## config.mk

```make
export PLATFORM = sky130hd
export DESIGN_NAME = e1_crc4_rx_ctrl
export DESIGN_NICKNAME = d
export VERILOG_FILES = /design/src/rtl/e1_crc4_rx_ctrl_pkg.sv /design/src/rtl/e1_crc4_rx_ctrl_crc4.sv /design/src/rtl/e1_crc4_rx_ctrl.sv
export SDC_FILE = /design/constraint.sdc
export NUM_CORES = 1
export LEC_CHECK = 0
export CORE_ASPECT_RATIO = 0.6
export CORE_MARGIN = 2
export CORE_UTILIZATION = 63
export CTS_CLUSTER_SIZE = 30
export DETAILED_ROUTE_END_ITERATION = 10
export DONT_BUFFER_PORTS = 1
export PLACE_DENSITY_LB_ADDON = 0.15
export SYNTH_ARGS = -nofsm -noshare
export SYNTH_HDL_FRONTEND = slang
export SYNTH_HIERARCHICAL = 1
export SYNTH_SLANG_ARGS = --single-unit
```

## constraint.sdc

```tcl
create_clock -name clk -period 2.65 [get_ports clk]
set_clock_uncertainty 0.05 [all_clocks]
set_input_delay 0.3975 -clock clk [delete_from_list [all_inputs] [get_ports clk]]
set_output_delay 0.3975 -clock clk [all_outputs]
set_load 0.02 [all_outputs]
```

## src/rtl/e1_crc4_rx_ctrl_pkg.sv

```systemverilog
// Shared constants for the E1 CRC-4 receive path: TS0/Si positions, C/E-bit frames,
// CRC-4 polynomial/seed, controller state encodings and the serial CRC step.
package e1_crc4_rx_ctrl_pkg;

    localparam logic [3:0] CRC4_POLY      = 4'h3;
    localparam logic [3:0] CRC4_INIT      = 4'h0;

    localparam logic [4:0] TS0            = 5'd0;
    localparam logic [4:0] TS_LAST        = 5'd31;
    localparam logic [2:0] SI_BITPOS      = 3'd0;
    localparam logic [2:0] BITPOS_LAST    = 3'd7;
    localparam logic [2:0] SMF_LAST_FRAME = 3'd7;
    localparam logic [3:0] E1_FRAME       = 4'd13;
    localparam logic [3:0] E2_FRAME       = 4'd15;

    localparam logic [1:0] ST_IDLE  = 2'd0;
    localparam logic [1:0] ST_FIRST = 2'd1;
    localparam logic [1:0] ST_RUN   = 2'd2;

    // One bit of M(x)*x^4 mod G(x); crc[3] is the x^3 coefficient (C1).
    function automatic logic [3:0] crc4_step(input logic [3:0] crc, input logic din);
        logic fb;
        fb = din ^ crc[3];
        return {crc[2:0], 1'b0} ^ (fb ? CRC4_POLY : 4'h0);
    endfunction

endpackage

```

## src/rtl/e1_crc4_rx_ctrl_crc4.sv

```systemverilog
// Serial CRC-4 engine: in_first restarts the remainder from INIT with the current bit.
module e1_crc4
    import e1_crc4_rx_ctrl_pkg::*;
(
    input  logic       clk,
    input  logic       rst,
    input  logic       in_valid,
    input  logic       in_first,
    input  logic       in_bit,
    output logic [3:0] out_crc
);

    logic [3:0] crc_q;
    logic [3:0] crc_d;

    always_comb begin
        crc_d = crc_q;
        if (in_valid) begin
            crc_d = crc4_step(in_first ? CRC4_INIT : crc_q, in_bit);
        end
    end

    always_ff @(posedge clk or posedge rst) begin
        if (rst) begin
            crc_q <= CRC4_INIT;
        end else begin
            crc_q <= crc_d;
        end
    end

    assign out_crc = crc_q;

endmodule

```

## src/rtl/e1_crc4_rx_ctrl.sv

```systemverilog
// E1 CRC-4 receive controller: frames SMFs, checks received C bits against the previous
// SMF's CRC, counts CRC/E-bit errors and raises CRC-4 loss over a window of SMFs.
module e1_crc4_rx_ctrl
    import e1_crc4_rx_ctrl_pkg::*;
#(
    parameter int WIN_SMF    = 1000,
    parameter int WIN_THRESH = 915,
    parameter int CNT_W      = 16
) (
    input  logic             clk,
    input  logic             rst,
    input  logic             in_bit,
    input  logic             in_valid,
    input  logic [3:0]       in_frame,
    input  logic [4:0]       in_ts,
    input  logic [2:0]       in_bitpos,
    input  logic             in_mf_sync,
    input  logic             cnt_clr,
    output logic             out_crc_ok,
    output logic             out_crc_err,
    output logic             out_smf,
    output logic             out_ebit_err,
    output logic             out_crc_lost,
    output logic [CNT_W-1:0] out_err_cnt,
    output logic [CNT_W-1:0] out_ebit_cnt
);

    localparam int SMF_W = (WIN_SMF > 1) ? $clog2(WIN_SMF) : 1;
    localparam int WE_W  = $clog2(WIN_SMF + 1);
    localparam logic [SMF_W-1:0] SMF_LAST_V = SMF_W'(WIN_SMF - 1);
    localparam logic [WE_W-1:0]  THRESH_V   = WE_W'(WIN_THRESH);

    logic si, sos, eos, c_pos, e_pos;
    logic [3:0] engine_crc;

    assign si    = in_valid & (in_ts == TS0) & (in_bitpos == SI_BITPOS);
    assign sos   = si & (in_frame[2:0] == 3'd0);
    assign eos   = in_valid & (in_frame[2:0] == SMF_LAST_FRAME) & (in_ts == TS_LAST)
                 & (in_bitpos == BITPOS_LAST);
    assign c_pos = si & ~in_frame[0];
    assign e_pos = si & ((in_frame == E1_FRAME) | (in_frame == E2_FRAME));

    e1_crc4 u_crc4 (
        .clk      (clk),
        .rst      (rst),
        .in_valid (in_valid),
        .in_first (sos),
        .in_bit   (in_bit & ~c_pos),
        .out_crc  (engine_crc)
    );

    logic [1:0]       state_q, state_d;
    logic [3:0]       rx_c_q, rx_c_d;
    logic [3:0]       calc_prev_q, calc_prev_d;
    logic             calc_valid_q, calc_valid_d;
    logic             eos_q, eos_d;
    logic             eos_smf_q, eos_smf_d;
    logic [SMF_W-1:0] smf_cnt_q, smf_cnt_d;
    logic [WE_W-1:0]  win_err_q, win_err_d;
    logic             ok_q, ok_d, err_q, err_d, smf_q, smf_d;
    logic             ebit_q, ebit_d, lost_q, lost_d;
    logic [CNT_W-1:0] err_cnt_q, err_cnt_d, ebit_cnt_q, ebit_cnt_d;
    logic             mismatch, crc_inc, e_inc;
    logic [WE_W-1:0]  win_err_sum;

    always_comb begin
        state_d      = state_q;
        rx_c_d       = rx_c_q;
        calc_prev_d  = calc_prev_q;
        calc_valid_d = calc_valid_q;
        eos_d        = 1'b0;
        eos_smf_d    = eos_smf_q;
        smf_cnt_d    = smf_cnt_q;
        win_err_d    = win_err_q;
        ok_d         = 1'b0;
        err_d        = 1'b0;
        smf_d        = smf_q;
        ebit_d       = 1'b0;
        lost_d       = 1'b0;
        mismatch     = 1'b0;
        crc_inc      = 1'b0;
        e_inc        = 1'b0;
        win_err_sum  = win_err_q;

        if (c_pos) begin
            rx_c_d = {rx_c_q[2:0], in_bit};
        end

        if (!in_mf_sync) begin
            state_d      = ST_IDLE;
            calc_valid_d = 1'b0;
            smf_cnt_d    = '0;
            win_err_d    = '0;
        end else begin
            case (state_q)
                ST_IDLE:  if (sos) state_d = ST_FIRST;
                ST_FIRST: if (eos) state_d = ST_RUN;
                default:  ;
            endcase

            eos_d = eos & (state_q != ST_IDLE);
            if (eos) begin
                eos_smf_d = in_frame[3];
            end

            if (e_pos && (state_q != ST_IDLE) && !in_bit) begin
                ebit_d = 1'b1;
                e_inc  = 1'b1;
            end

            // The engine register holds the finished SMF CRC for exactly this one cycle.
            if (eos_q) begin
                if ((state_q == ST_RUN) && calc_valid_q) begin
                    mismatch    = (rx_c_q != calc_prev_q);
                    ok_d        = ~mismatch;
                    err_d       = mismatch;
                    smf_d       = eos_smf_q;
                    crc_inc     = mismatch;
                    win_err_sum = win_err_q + WE_W'(mismatch);
                    if (smf_cnt_q == SMF_LAST_V) begin
                        lost_d    = (win_err_sum >= THRESH_V);
                        smf_cnt_d = '0;
                        win_err_d = '0;
                    end else begin
                        smf_cnt_d = smf_cnt_q + SMF_W'(1);
                        win_err_d = win_err_sum;
                    end
                end
                calc_prev_d  = engine_crc;
                calc_valid_d = 1'b1;
            end
        end

        err_cnt_d  = err_cnt_q;
        ebit_cnt_d = ebit_cnt_q;
        if (cnt_clr) begin
            err_cnt_d  = crc_inc ? CNT_W'(1) : '0;
            ebit_cnt_d = e_inc ? CNT_W'(1) : '0;
        end else begin
            if (crc_inc && !(&err_cnt_q))  err_cnt_d  = err_cnt_q + CNT_W'(1);
            if (e_inc && !(&ebit_cnt_q))   ebit_cnt_d = ebit_cnt_q + CNT_W'(1);
        end
    end

    always_ff @(posedge clk or posedge rst) begin
        if (rst) begin
            state_q      <= ST_IDLE;
            rx_c_q       <= '0;
            calc_prev_q  <= '0;
            calc_valid_q <= 1'b0;
            eos_q        <= 1'b0;
            eos_smf_q    <= 1'b0;
            smf_cnt_q    <= '0;
            win_err_q    <= '0;
            ok_q         <= 1'b0;
            err_q        <= 1'b0;
            smf_q        <= 1'b0;
            ebit_q       <= 1'b0;
            lost_q       <= 1'b0;
            err_cnt_q    <= '0;
            ebit_cnt_q   <= '0;
        end else begin
            state_q      <= state_d;
            rx_c_q       <= rx_c_d;
            calc_prev_q  <= calc_prev_d;
            calc_valid_q <= calc_valid_d;
            eos_q        <= eos_d;
            eos_smf_q    <= eos_smf_d;
            smf_cnt_q    <= smf_cnt_d;
            win_err_q    <= win_err_d;
            ok_q         <= ok_d;
            err_q        <= err_d;
            smf_q        <= smf_d;
            ebit_q       <= ebit_d;
            lost_q       <= lost_d;
            err_cnt_q    <= err_cnt_d;
            ebit_cnt_q   <= ebit_cnt_d;
        end
    end

    assign out_crc_ok   = ok_q;
    assign out_crc_err  = err_q;
    assign out_smf      = smf_q;
    assign out_ebit_err = ebit_q;
    assign out_crc_lost = lost_q;
    assign out_err_cnt  = err_cnt_q;
    assign out_ebit_cnt = ebit_cnt_q;

endmodule

```

Word level (Yosys, flattened, before mapping). Cells that the tools add are included.

Bits in registers: 74. Logic and storage cells: 108.

$add $sub $neg: 4. Order comparisons: 1. Equality and inequality tests: 14. Muxes and demuxes: 35. Bitwise gates (word level): 16. Reductions and logical operators: 22.

Operators with widths (count): $mux 10 (8); $mux 16 (4); $add 16x1->16 const B (2); $reduce_and 16->1 (2); $mux 1 (17); $add 10x1->10 (1); $add 10x1->10 const B (1); $and 1x1->1 (10); $eq 10x10->1 const B (1); $ge 10x10->1 const B (1); $eq 4x4->1 const B (2); $mux 2 (4); $eq 3x3->1 const B (2); $logic_not 3->1 (2); $reduce_and 2->1 (3); $reduce_and 3->1 (2); $reduce_bool 2->1 (3); $eq 5x5->1 const B (1); $logic_and 1x1->1 (5); $logic_not 5->1 (1); $mux 4 (1); $ne 2x1->1 const B (2); $ne 4x4->1 (1); $pmux 2 s2 (1); other kinds (11) (15).

Depth between registers and ports, before layout. Gate-level depths: netlist (run 1).

Word-level depth: 11. Gate-level depth with buffers: 11. Mapped depth without buffers: 10.

Hierarchy. The synthesis (run 1) kept the hierarchy.

By module, submodules not included: e1_crc4_rx_ctrl (instances 1, cells each 387, area each 3721.1 µm²); e1_crc4 (instances 1, cells each 21, area each 188.9 µm²).

Least setup slack after synthesis (run 1). Ideal clock, no wire load.

Path type: reg2reg. Start point: register rx_c_q[2]. End point: register lost_q, in the netlist out_crc_lost. Library setup time: 0.101 ns. Arrival time: 2.158 ns. Required time: 2.499 ns. Slack: 0.341 ns. Stages on the path, launching flop included: 12. Cells stage by stage: dfrtp_1 > xnor2_1 > and4_1 > buf_2 > inv_2 > ha_1 > ha_1 > and3_1 > and3_1 > nand3_1 > xor2_1 > nor4_1.

Word-level cells in the longest chain between the ends: 7.

Ends and longest elaborated chain: from (decl) (line e1_crc4_rx_ctrl.sv:53) `logic [3:0] rx_c_q, rx_c_d;`; from (signal assigned) (line e1_crc4_rx_ctrl.sv:164) `rx_c_q <= rx_c_d;`; $ne 4x4->1 (line e1_crc4_rx_ctrl.sv:114) `mismatch = (rx_c_q != calc_prev_q);`; $add 10x1->10 (line e1_crc4_rx_ctrl.sv:119) `win_err_sum = win_err_q + WE_W'(mismatch);`; $ge 10x10->1 (line e1_crc4_rx_ctrl.sv:121) `lost_d = (win_err_sum >= THRESH_V);`; $mux 1 (line e1_crc4_rx_ctrl.sv:120) `if (smf_cnt_q == SMF_LAST_V) begin`; $mux 1 (line e1_crc4_rx_ctrl.sv:113) `if ((state_q == ST_RUN) && calc_valid_q) begin`; $mux 1 (line e1_crc4_rx_ctrl.sv:112) `if (eos_q) begin`; $mux 1 (line e1_crc4_rx_ctrl.sv:89) `if (!in_mf_sync) begin`; via lost_d (line e1_crc4_rx_ctrl.sv:61) `logic ebit_q, ebit_d, lost_q, lost_d;`; to (signal assigned) (line e1_crc4_rx_ctrl.sv:175) `lost_q <= lost_d;`; to (decl) (line e1_crc4_rx_ctrl.sv:61).

The timed path passes the listed nets, and every way through them passes these cells. A chain may end at the register's enable or synchronous reset.

Worst setup path in the final report (run 1).
Start point: register rx_c_q[0]. End point: register lost_q, in the netlist out_crc_lost.

The elaborated chain is that of the path after synthesis.

==> run_results.csv, run 1 <==
group,metric,value,unit
outcome,status,"finished, final reports clean",
setup_path,r2r_end,"out_crc_lost",
grt,top_usage_layer,"met2",
floorplanning,initial_core_util,64.57,%
power_and_ir_drop,power_frac_comb,3.8,%
clock_network,cts_buffers,9,
synthesis,avgSynthCellArea,9.583,sq um
timing,tightestPinTransition,0.7330,ns
final_layout,drive_gt1_share,12.91,%
clock_network,cts_max_level,3,
power_and_ir_drop,total_power,2.228,mW
setup_path,startpoint,"rx_c_q[0]",
timing,maxSlewHeadroom,51.09,%
floorplanning,fp.dieW,105.7,microns
clock_network,cts.path.max_buffers,2,
clock_network,cts_num_sinks,74,
synthesis,synthCells,408,
power_and_ir_drop,pwr_density_cell,517.9,nW/um^2
worst_hold_path,min_from,"cnt_clr",
floorplanning,core_area,6056,sq um
final_layout,n_antenna_cell,0,
setup_path,worst-setup-path-type,"reg -> reg",
drt,post-route-drc-count,0,
place,numPortBuffers,0,
timing,rsz0062_at_grt,"false",
power_and_ir_drop,p_clk_share,44.0,%
grt,grt_pass1_wl,15170,microns
grt,grt_pass1_vias,3164,
synthesis,yosysSeqAreaShare,47.36,%
floorplanning,die_area,6873,sq um
synthesis,ys_ff_latch,74,
worst_hold_path,worst_hold_path.num_cells,1,
setup_path,r2r_start,"rx_c_q[0]",
setup_path,cp_max_fo,6,
synthesis,ys_top_cells_by_count,"dfrtp_1 (74), nand2_1 (38), nor2_1 (35)",
setup_path,crit_path_end_kind,"register",
synthesis,yosysWarnings,6,
drt,drtIter0Drc,247,
setup_path,cp-start-kind,"register",
synthesis,ys.flop_type,"dfrtp_1",
floorplanning,boundaryPins,55,
synthesis,ys_top_cells_by_area,"dfrtp_1 (47%), mux2_2 (3.7%), a21oi_1 (3.7%)",
timing,fin_crit_sh,91.96,%
grt,grt_use_met3,9.155,%
power_and_ir_drop,p_sw,498.4,uW
worst_hold_path,hold_class,"in -> reg",
drt,wirelength,9017,microns
drt,via_count,3237,
synthesis,synth_top_area_share,47.36,%
grt,grt_use_met2,41.53,%
clock_network,cts.clk_slew.worst_paths,0.08,ns
setup_path,worstRegToRegCells,10,
synthesis,synth_nets,431,
grt,gr-total-overflow,0,
timing,tns,0,ns
clock_network,clock_latency,0.36,ns
place,routabilityCongestion,0.8729,
drt,wl_per_cell,17.68,microns
synthesis,synth_edf_count,0,
synthesis,synth_top_area_cell,"dfrtp_1",
synthesis,synthArstFlopShare,100.0,%
power_and_ir_drop,leakage,1.834,nW
clock_network,ctsRootBufferMaster,"clkbuf_8",
power_and_ir_drop,power_frac_seq,52.2,%
clock_network,tritoncts,"done",
timing,max_freq,410.4,MHz
synthesis,synthMostInstantiatedCell,"dfrtp_1",
grt,grt_max_degree,40,
setup_path,ff2ff_setup_slack,0.21,ns
worst_hold_path,hold_end,"out_err_cnt[8]",
grt,grt_usage,28.50,%
synthesis,synth_cell_types,52,
timing,min_period,2.437,ns
timing,finalMaxSlewViolations,0,
setup_path,required,2.86,ns
final_layout,area_growth_syn_to_layout,10.02,%
grt,antenna_found_initial,0,
grt,use_met1,40.35,%
setup_path,arrival,2.65,ns
timing,final-setup-viol-count,0,
floorplanning,rows,22,
flow_run,maxCapViolations,0,
floorplanning,fp.dieH,65.03,microns
drt,firstDrtPassIters,5,
drt,ant_nets,0,
timing,finalHoldViolCount,0,
power_and_ir_drop,ir_worst_vdd,0.4917,mV
final_layout,nets,444,
power_and_ir_drop,p_int,1.729,mW
power_and_ir_drop,p_sw_share,22.37,%
drt,vias_per_cell,6.347,
place,hpwlAfterDp,6355,microns
synthesis,synth_area,3910,sq um
[per-layer routing]
layer	vias up	routed length, microns
met4	0	116
met3	12	711
met1	1585	4245
li1	1515	-
met5	-	0
met2	125	3944
[cells by family (layout without fill, tap and decap cells)]
group           count (synthesis)  in the layout  share of synthesized area [%]
compound gates                 85             85                          13.06
mux                            14             14                          4.000
xor+xnor                       19             19                          4.256
flops                          74             74                          47.36
simple gates                  186            186                          27.04
fa+ha+maj                       5              5                          1.600
buf+inv                        25             43                          2.688
[critical path: stages, from the launching register on]
cell	delay, ns
dfrtp_1	0.41
xnor2_1	0.14
and4_1	0.20
inv_2	0.09
ha_1	0.26
ha_4	0.19
and3_1	0.19
and3_1	0.24
nand3_1	0.11
xor2_1	0.16
nor4_1	0.28
[cell usage in the layout, fill, tap and decap left out, types with 3 or more instances in the layout]
cell and count:
a22o_1 8, ha_1 4, and4_1 6, o31ai_1 3, xor2_1 4, nor2_1 35, or4_1 3, buf_4 14
and3_1 7, nor3b_1 4, inv_1 10, or3_1 15, a21oi_1 29, mux2_2 13, nor2b_1 5, a21o_1 3
dfrtp_1 74, clkbuf_8 10, nand4_1 13, nand4b_1 3, xnor2_1 15, and2_1 6, nand2_1 38, nor3_1 5
a31oi_1 3, nand3_1 22, nor4_1 7, o21ai_0 28
[state kept, by name, indices dropped and copies added, names as in the netlist, 2 cells and up]
register	flops
u_crc4/out_crc	4
win_err_q	10
state_q	2
rx_c_q	4
calc_prev_q	4
out_err_cnt	16
out_ebit_cnt	16
smf_cnt_q	10
[worst max-delay path by stage]
stage | to | slack, ns | cells after the start
2_1_floorplan | out_crc_lost | 0.34 | 11
3_3_place_gp | out_crc_lost | 0.34 | 10
3_5_place_dp | out_crc_lost | 0.18 | 10
4_1_cts | out_crc_lost | 0.16 | 10
5_1_grt | out_crc_lost | 0.03 | 10
6_report | out_crc_lost | 0.21 | 10
[stage by stage]
step	setup slack (ns)	hold slack, ns	util (%)	instance area [sq um]	std cells
floorplan	0.3414	0.1136	-	3910	408
global placement	0.3402	0.1307	67.05	4060	493
detailed placement	0.1813	0.1314	67.05	4060	493
CTS	0.1601	0.02147	70.83	4289	510
global route	0.02747	0.02256	71.03	4302	510
finish	0.2131	0.03768	71.03	4302	510
[power by group through the flow]
| stage | sequential (mW) | clock [mW] | combinational, mW |
|---|---|---|---|
| final | 1.16 | 0.979 | 0.0852 |
| after global routing | 1.17 | 1.05 | 0.0982 |
| after CTS | 1.16 | 1.00 | 0.0872 |
| after detailed placement | 1.18 | 0 | 0.0857 |
| after global placement | 1.18 | 0 | 0.0820 |
| after floorplan | 1.18 | 0 | 0.0797 |
[layout make-up]
| class | instances | area, sq um |
|---|---|---|
| multi-input cells | 309 | 1966 |
| well taps | 84 | 105.1 |
| inverters | 12 | 45.04 |
| clock buffers | 11 | 141.4 |
| fillers | 462 | 1754 |
| clock inverters | 5 | 77.57 |
| flip-flops and latches | 74 | 1852 |
| repair buffers | 15 | 115.1 |
[repair_timing]
item / in CTS / in global routing
buffers inserted: 0 / 0
hold buffers: 1 / 0
endpoints found under the hold margin: 49 / 0
endpoints found under the setup margin: 0 / 1
resized for setup: 0 / 2
Power figures use the tool's default switching activity.
==> inputs of run 2 (changes only) <==
--- a/config.mk
+++ b/config.mk
@@ -6,7 +6,6 @@
 export NUM_CORES = 1
 export LEC_CHECK = 0
 export CORE_ASPECT_RATIO = 0.6
-export CORE_MARGIN = 2
 export CORE_UTILIZATION = 63
 export CTS_CLUSTER_SIZE = 30
 export DETAILED_ROUTE_END_ITERATION = 10
==> run 2 against run 1 <==
  * The run now ends with hold timing left
  * Utilization up 3.4 points
  * Power up 4.2%
  * Fmax down 0.36%
  * Count of clock-buffer cells in the layout up 1
  * Via count up 2.3%
  * Critical path type unchanged
  * Largest power group unchanged
  * Highest routed layer unchanged
==> run_results.csv, run 2 (synthesis gave the netlist of run 1 again) <==
group,metric,value,unit
outcome,status,"finished with violations",
outcome,violations,"hold timing",
timing,whs,-0.009404,ns
place,numPortBuffers,0,
worst_hold_path,hold_class,"in -> async",
setup_path,path_cells,"xnor2_1, and4_1, inv_2, ha_1, ha_2, and3_1, and3_1, nand3_1, xor2_1, nor4_1",
final_layout,fillers,425,
drt,via_count,3312,
floorplanning,boundaryPins,55,
final_layout,nets,441,
setup_path,cp_max_fo,6,
drt,drtIter0Drc,323,
drt,firstDrtPassIters,7,
timing,finalMaxSlewViolations,0,
setup_path,r2r_end,"out_crc_lost",
timing,final-setup-viol-count,0,
floorplanning,initial_core_util,67.64,%
place,routabilityCongestion,0.8646,
clock_network,cts_buffers,9,
power_and_ir_drop,pwr_density_cell,539.5,nW/um^2
power_and_ir_drop,leakage,1.834,nW
clock_network,ctsRootBufferMaster,"clkbuf_8",
clock_network,clock_latency,0.35,ns
drt,post-route-drc-count,0,
timing,maxSlewHeadroom,34.92,%
setup_path,crit_buf_inv,1,
timing,post-route-worst-setup-slack,0.2043,ns
timing,max_freq,408.9,MHz
drt,ant_nets,0,
final_layout,layout_commonest_cell,"dfrtp_1",
floorplanning,fp.dieW,103.7,microns
place,place_area,4045,sq um
flow_run,maxCapViolations,0,
power_and_ir_drop,total_power,2.321,mW
setup_path,critical_path.top_delay_family,"simple AND/OR/NAND/NOR gates",
setup_path,path_common_cell,"and3_1",
floorplanning,die_area,6536,sq um
timing,tns,0,ns
setup_path,ff2ff_setup_slack,0.20,ns
grt,gr-total-overflow,0,
setup_path,required,2.85,ns
timing,finalHoldViolCount,4,
setup_path,worstRegToRegCells,10,
final_layout,fin_area,4302,sq um
timing,min_period,2.446,ns
setup_path,arrival,2.65,ns
final_layout,area_growth_syn_to_layout,10.02,%
timing,fin_crit_sh,92.29,%
place,hpwlAfterDp,6571,microns
setup_path,cpPeakStageDelay,0.41,ns
clock_network,cts_setup_buffers,0,
drt,wirelength,9282,microns
setup_path,crit_path_end_kind,"register",
setup_path,cp-start-kind,"register",
final_layout,drive_gt1_share,12.06,%
grt,grt_max_degree,36,
grt,antenna_found_initial,0,
timing,rsz0062_at_grt,"false",
clock_network,cts.path.max_buffers,2,
clock_network,cts_num_sinks,74,
grt,grt_pass1_vias,3123,
grt,grt_usage,30.51,%
final_layout,mostFrequentLayoutCells,"dfrtp_1 (74), nand2_1 (38), nor2_1 (35)",
final_layout,n_antenna_cell,0,
timing,tightestPinTransition,0.9726,ns
final_layout,fin_cells,503,
floorplanning,fp.dieH,63.03,microns
clock_network,cts_max_level,3,
floorplanning,core_area,5781,sq um
place,preCtsSetupSlack,0.2265,ns
floorplanning,rows,21,
setup_path,r2r_start,"rx_c_q[2]",
setup_path,crit_path_top_delay_cell,"dfrtp_1",
place,dp.cells,486,
power_and_ir_drop,ir_worst_vdd,0.2705,mV
clock_network,tritoncts,"done",
drt,wl_per_cell,18.45,microns
drt,vias_per_cell,6.584,
clock_network,cts.clk_slew.worst_paths,0.08,ns
setup_path,worst-setup-path-type,"reg -> reg",
grt,grt_pass1_wl,15490,microns
[run 2: what timing repair did]
action	CTS	global route
hold buffers	1	0
endpoints found under the setup margin	0	1
resized for setup	0	1
hold endpoints to repair	4	0
[run 2: metal layers]
metal | vias up | routed length (microns) | GRT usage (%)
met2 | 175 | 4017 | 44.71
met5 | - | 0 | 0
met4 | 0 | 114 | 9.821
li1 | 1521 | - | -
met3 | 14 | 865 | 8.968
met1 | 1602 | 4284 | 43.70
[run 2: metrics by stage]
stage          utilization [%]  hold WS (ns)
6_report                 74.42     -0.009404
5_1_grt                  74.42       0.01194
4_1_cts                  74.37      0.004747
3_5_place_dp             69.98        0.1347
3_3_place_gp             69.98        0.1285
2_1_floorplan                -        0.1136
[run 2: how the worst max path moves through the flow]
stage	startpoint	endpoint	slack (ns)	cells past startpoint
global route	rx_c_q[2]	out_crc_lost	0.03	10
global placement	rx_c_q[0]	out_crc_lost	0.34	10
finish	rx_c_q[2]	out_crc_lost	0.20	10
detailed placement	rx_c_q[2]	out_crc_lost	0.23	10
floorplan	rx_c_q[2]	out_crc_lost	0.34	11
CTS	rx_c_q[2]	out_crc_lost	0.19	10
[run 2: worst register-to-register path: stages (launching register included)]
cell,delay (ns)
dfrtp_1,0.41
xnor2_1,0.14
and4_1,0.21
inv_2,0.08
ha_1,0.21
ha_2,0.25
and3_1,0.20
and3_1,0.25
nand3_1,0.11
xor2_1,0.16
nor4_1,0.26
[run 2: power by group]
part | total (mW) | switching [mW] | internal [mW]
clock network | 1.07 | 0.416 | 0.654
logic | 0.0890 | 0.0544 | 0.0346
registers | 1.16 | 0.0181 | 1.14
total | 2.32 | 0.488 | 1.83
[run 2: area by class of cell]
type	count	area, sq um	area share (%)
Multi-Input combinational cell	309	1956	45.46
Clock buffer	12	145.1	3.374
Tap cell	80	100.1	2.327
Clock inverter	4	98.84	2.298
Timing Repair Buffer	12	105.1	2.443
Inverter	12	45.04	1.047
Sequential cell	74	1852	43.05
==> inputs of run 3 (changes only) <==
--- a/config.mk
+++ b/config.mk
@@ -5,6 +5,7 @@
 export SDC_FILE = /design/constraint.sdc
 export NUM_CORES = 1
 export LEC_CHECK = 0
+export CAP_MARGIN = 40
 export CORE_ASPECT_RATIO = 0.6
 export CORE_UTILIZATION = 63
 export CTS_CLUSTER_SIZE = 30
==> constraint.sdc (replaced) <==
create_clock -name clk -period 2.65 [get_ports clk]
set_clock_uncertainty 0.05 [all_clocks]
set_input_delay 0.3975 -clock clk [delete_from_list [all_inputs] [get_ports clk]]
set_output_delay 0.3975 -clock clk [all_outputs]
set_load 0.1 [all_outputs]
==> run 3 against run 2 <==
  * Combinational power decreased by 0.7%
  * Cell area rose by 3.9%
  * Critical path depth did not move
  * Register-to-register slack barely moved
  * The flow now finishes without violations
  * Highest routed layer unchanged
==> run_results.csv, run 3 (synthesis gave the netlist of run 1 again) <==
group,metric,value,unit
grt,grt_pass1_vias,3269,
final_layout,nets,468,
timing,maxSlewHeadroom,39.58,%
setup_path,startpoint,"rx_c_q[0]",
clock_network,ctsRootBufferMaster,"clkbuf_8",
place,preCtsSetupSlack,0.1813,ns
floorplanning,die_area,6536,sq um
final_layout,regArea,1852,sq um
final_layout,drive_gt1_share,17.37,%
power_and_ir_drop,power_frac_seq,57.2,%
setup_path,crit_path_end_kind,"register",
timing,min_period,2.447,ns
clock_network,clock_latency,0.35,ns
setup_path,arrival,2.65,ns
floorplanning,fp.dieW,103.7,microns
power_and_ir_drop,power_frac_comb,4.4,%
final_layout,layout_commonest_cell,"dfrtp_1",
timing,fin_crit_sh,92.35,%
power_and_ir_drop,total_power,2.030,mW
place,hpwlAfterDp,6575,microns
worst_hold_path,hold_class,"in -> reg",
setup_path,worst-setup-path-type,"reg -> reg",
setup_path,required,2.85,ns
grt,antenna_found_initial,0,
grt,grt_max_degree,45,
grt,top_usage_layer,"met2",
place,routabilityCongestion,0.8577,
clock_network,cts_buffers,9,
clock_network,cts.clk_slew.worst_paths,0.07,ns
timing,tightestPinTransition,0.9030,ns
timing,max_freq,408.6,MHz
grt,grt_pass1_wl,16060,microns
grt,grt_use_met3,8.968,%
power_and_ir_drop,p_int,1.560,mW
grt,grt_use_met2,47.23,%
clock_network,tritoncts,"done",
outcome,status,"finished, final reports clean",
clock_network,cts_max_level,3,
setup_path,r2r_start,"rx_c_q[0]",
place,numPortBuffers,0,
drt,drtIter0Drc,261,
setup_path,cp-start-kind,"register",
floorplanning,initial_core_util,67.64,%
drt,vias_per_cell,6.342,
clock_network,cts_setup_buffers,0,
floorplanning,core_area,5781,sq um
flow_run,maxCapViolations,0,
worst_hold_path,worst_hold_path.num_cells,1,
setup_path,cp_max_fo,4,
drt,firstDrtPassIters,6,
grt,grt_usage,31.74,%
drt,via_count,3355,
power_and_ir_drop,ir_worst_vdd,0.3646,mV
floorplanning,rows,21,
timing,tns,0,ns
setup_path,worstRegToRegCells,10,
power_and_ir_drop,pwr_density_cell,454.1,nW/um^2
timing,finalHoldViolCount,0,
timing,final-setup-viol-count,0,
clock_network,cts_num_sinks,74,
final_layout,area_growth_syn_to_layout,14.34,%
drt,wl_per_cell,17.63,microns
clock_network,cts.path.max_buffers,2,
power_and_ir_drop,leakage,1.964,nW
final_layout,fillers,406,
final_layout,multi_input_area,1956,sq um
floorplanning,fp.dieH,63.03,microns
timing,finalMaxSlewViolations,0,
worst_hold_path,min_from,"cnt_clr",
final_layout,n_antenna_cell,0,
power_and_ir_drop,p_sw,470.8,uW
timing,rsz0062_at_grt,"false",
final_layout,mostFrequentLayoutCells,"dfrtp_1 (74), nand2_1 (38), nor2_1 (35), buf_4 (35), a21oi_1 (29)",
floorplanning,boundaryPins,55,
drt,wirelength,9326,microns
drt,ant_nets,0,
power_and_ir_drop,p_clk_share,38.4,%
final_layout,fin_cells,529,
drt,post-route-drc-count,0,
grt,use_met1,45.05,%
power_and_ir_drop,p_sw_share,23.19,%
grt,gr-total-overflow,0,
place,dp.cells,513,
setup_path,ff2ff_setup_slack,0.20,ns
timing,post-route-worst-setup-slack,0.2028,ns
-- run 3: cell count changes in the layout (fill, tap and decap cells not counted) --
cell	previous run	this run
buf_4	10	35
bufinv_16	3	0
clkinv_2	0	3
buf_16	0	2
clkbuf_1	2	1
clkbuf_8	10	11
clkinv_4	1	0
-- run 3: what timing repair did --
item                       CTS  global route
hold buffers                 1             0
gates resized for setup      0             1
setup endpoints to repair    0             1
hold endpoints to repair    30             0
-- run 3: metal layers --
layer | wire length [microns] | part of all wire [%]
met1 | 4262 | 46
met2 | 4091 | 44
met3 | 834 | 8.9
met4 | 138 | 1.5
met5 | 0 | 0
-- run 3: metrics by stage --
stage | cell area [sq um] | utilization, % | hold WS (ns)
2_1_floorplan | 3910 | - | 0.1136
3_3_place_gp | 4233 | 73.23 | 0.1330
3_5_place_dp | 4288 | 74.18 | 0.1292
4_1_cts | 4468 | 77.29 | 0.03752
5_1_grt | 4471 | 77.34 | 0.03481
6_report | 4471 | 77.34 | 0.04732
-- run 3: critical path: stages (launching register included) --
cell	delay, ns
dfrtp_1	0.41
xnor2_1	0.20
and4_1	0.26
inv_2	0.06
ha_1	0.23
ha_2	0.37
nand2_1	0.07
nand3_1	0.09
a31oi_1	0.08
o311a_1	0.36
nor4_1	0.18
-- run 3: area by class of cell --
cell class                 count  share of cell area, %
clock buffer                  12                  3.470
clock inverter                 3                 0.3359
inverter                      12                  1.008
multi-input combinational    309                  43.74
sequential                    74                  41.42
tap                           80                  2.239
timing repair buffer          39                  7.781
-- run 3: worst paths after layout --
check / to
setup / recovery: out_crc_lost
hold / removal: out_err_cnt[1]
setup reg to reg: out_crc_lost
hold reg to reg: out_smf
max in group asynchronous: smf_cnt_q[9]
min in group asynchronous: u_crc4/out_crc[0]
-- run 3: power by group through the flow --
stage	clock (mW)	combinational, mW	sequential, mW
finish	0.780	0.0884	1.16
global route	0.837	0.102	1.16
CTS	0.791	0.0895	1.16
detailed placement	0	0.0869	1.18
global placement	0	0.0837	1.18
floorplan	0	0.0797	1.18
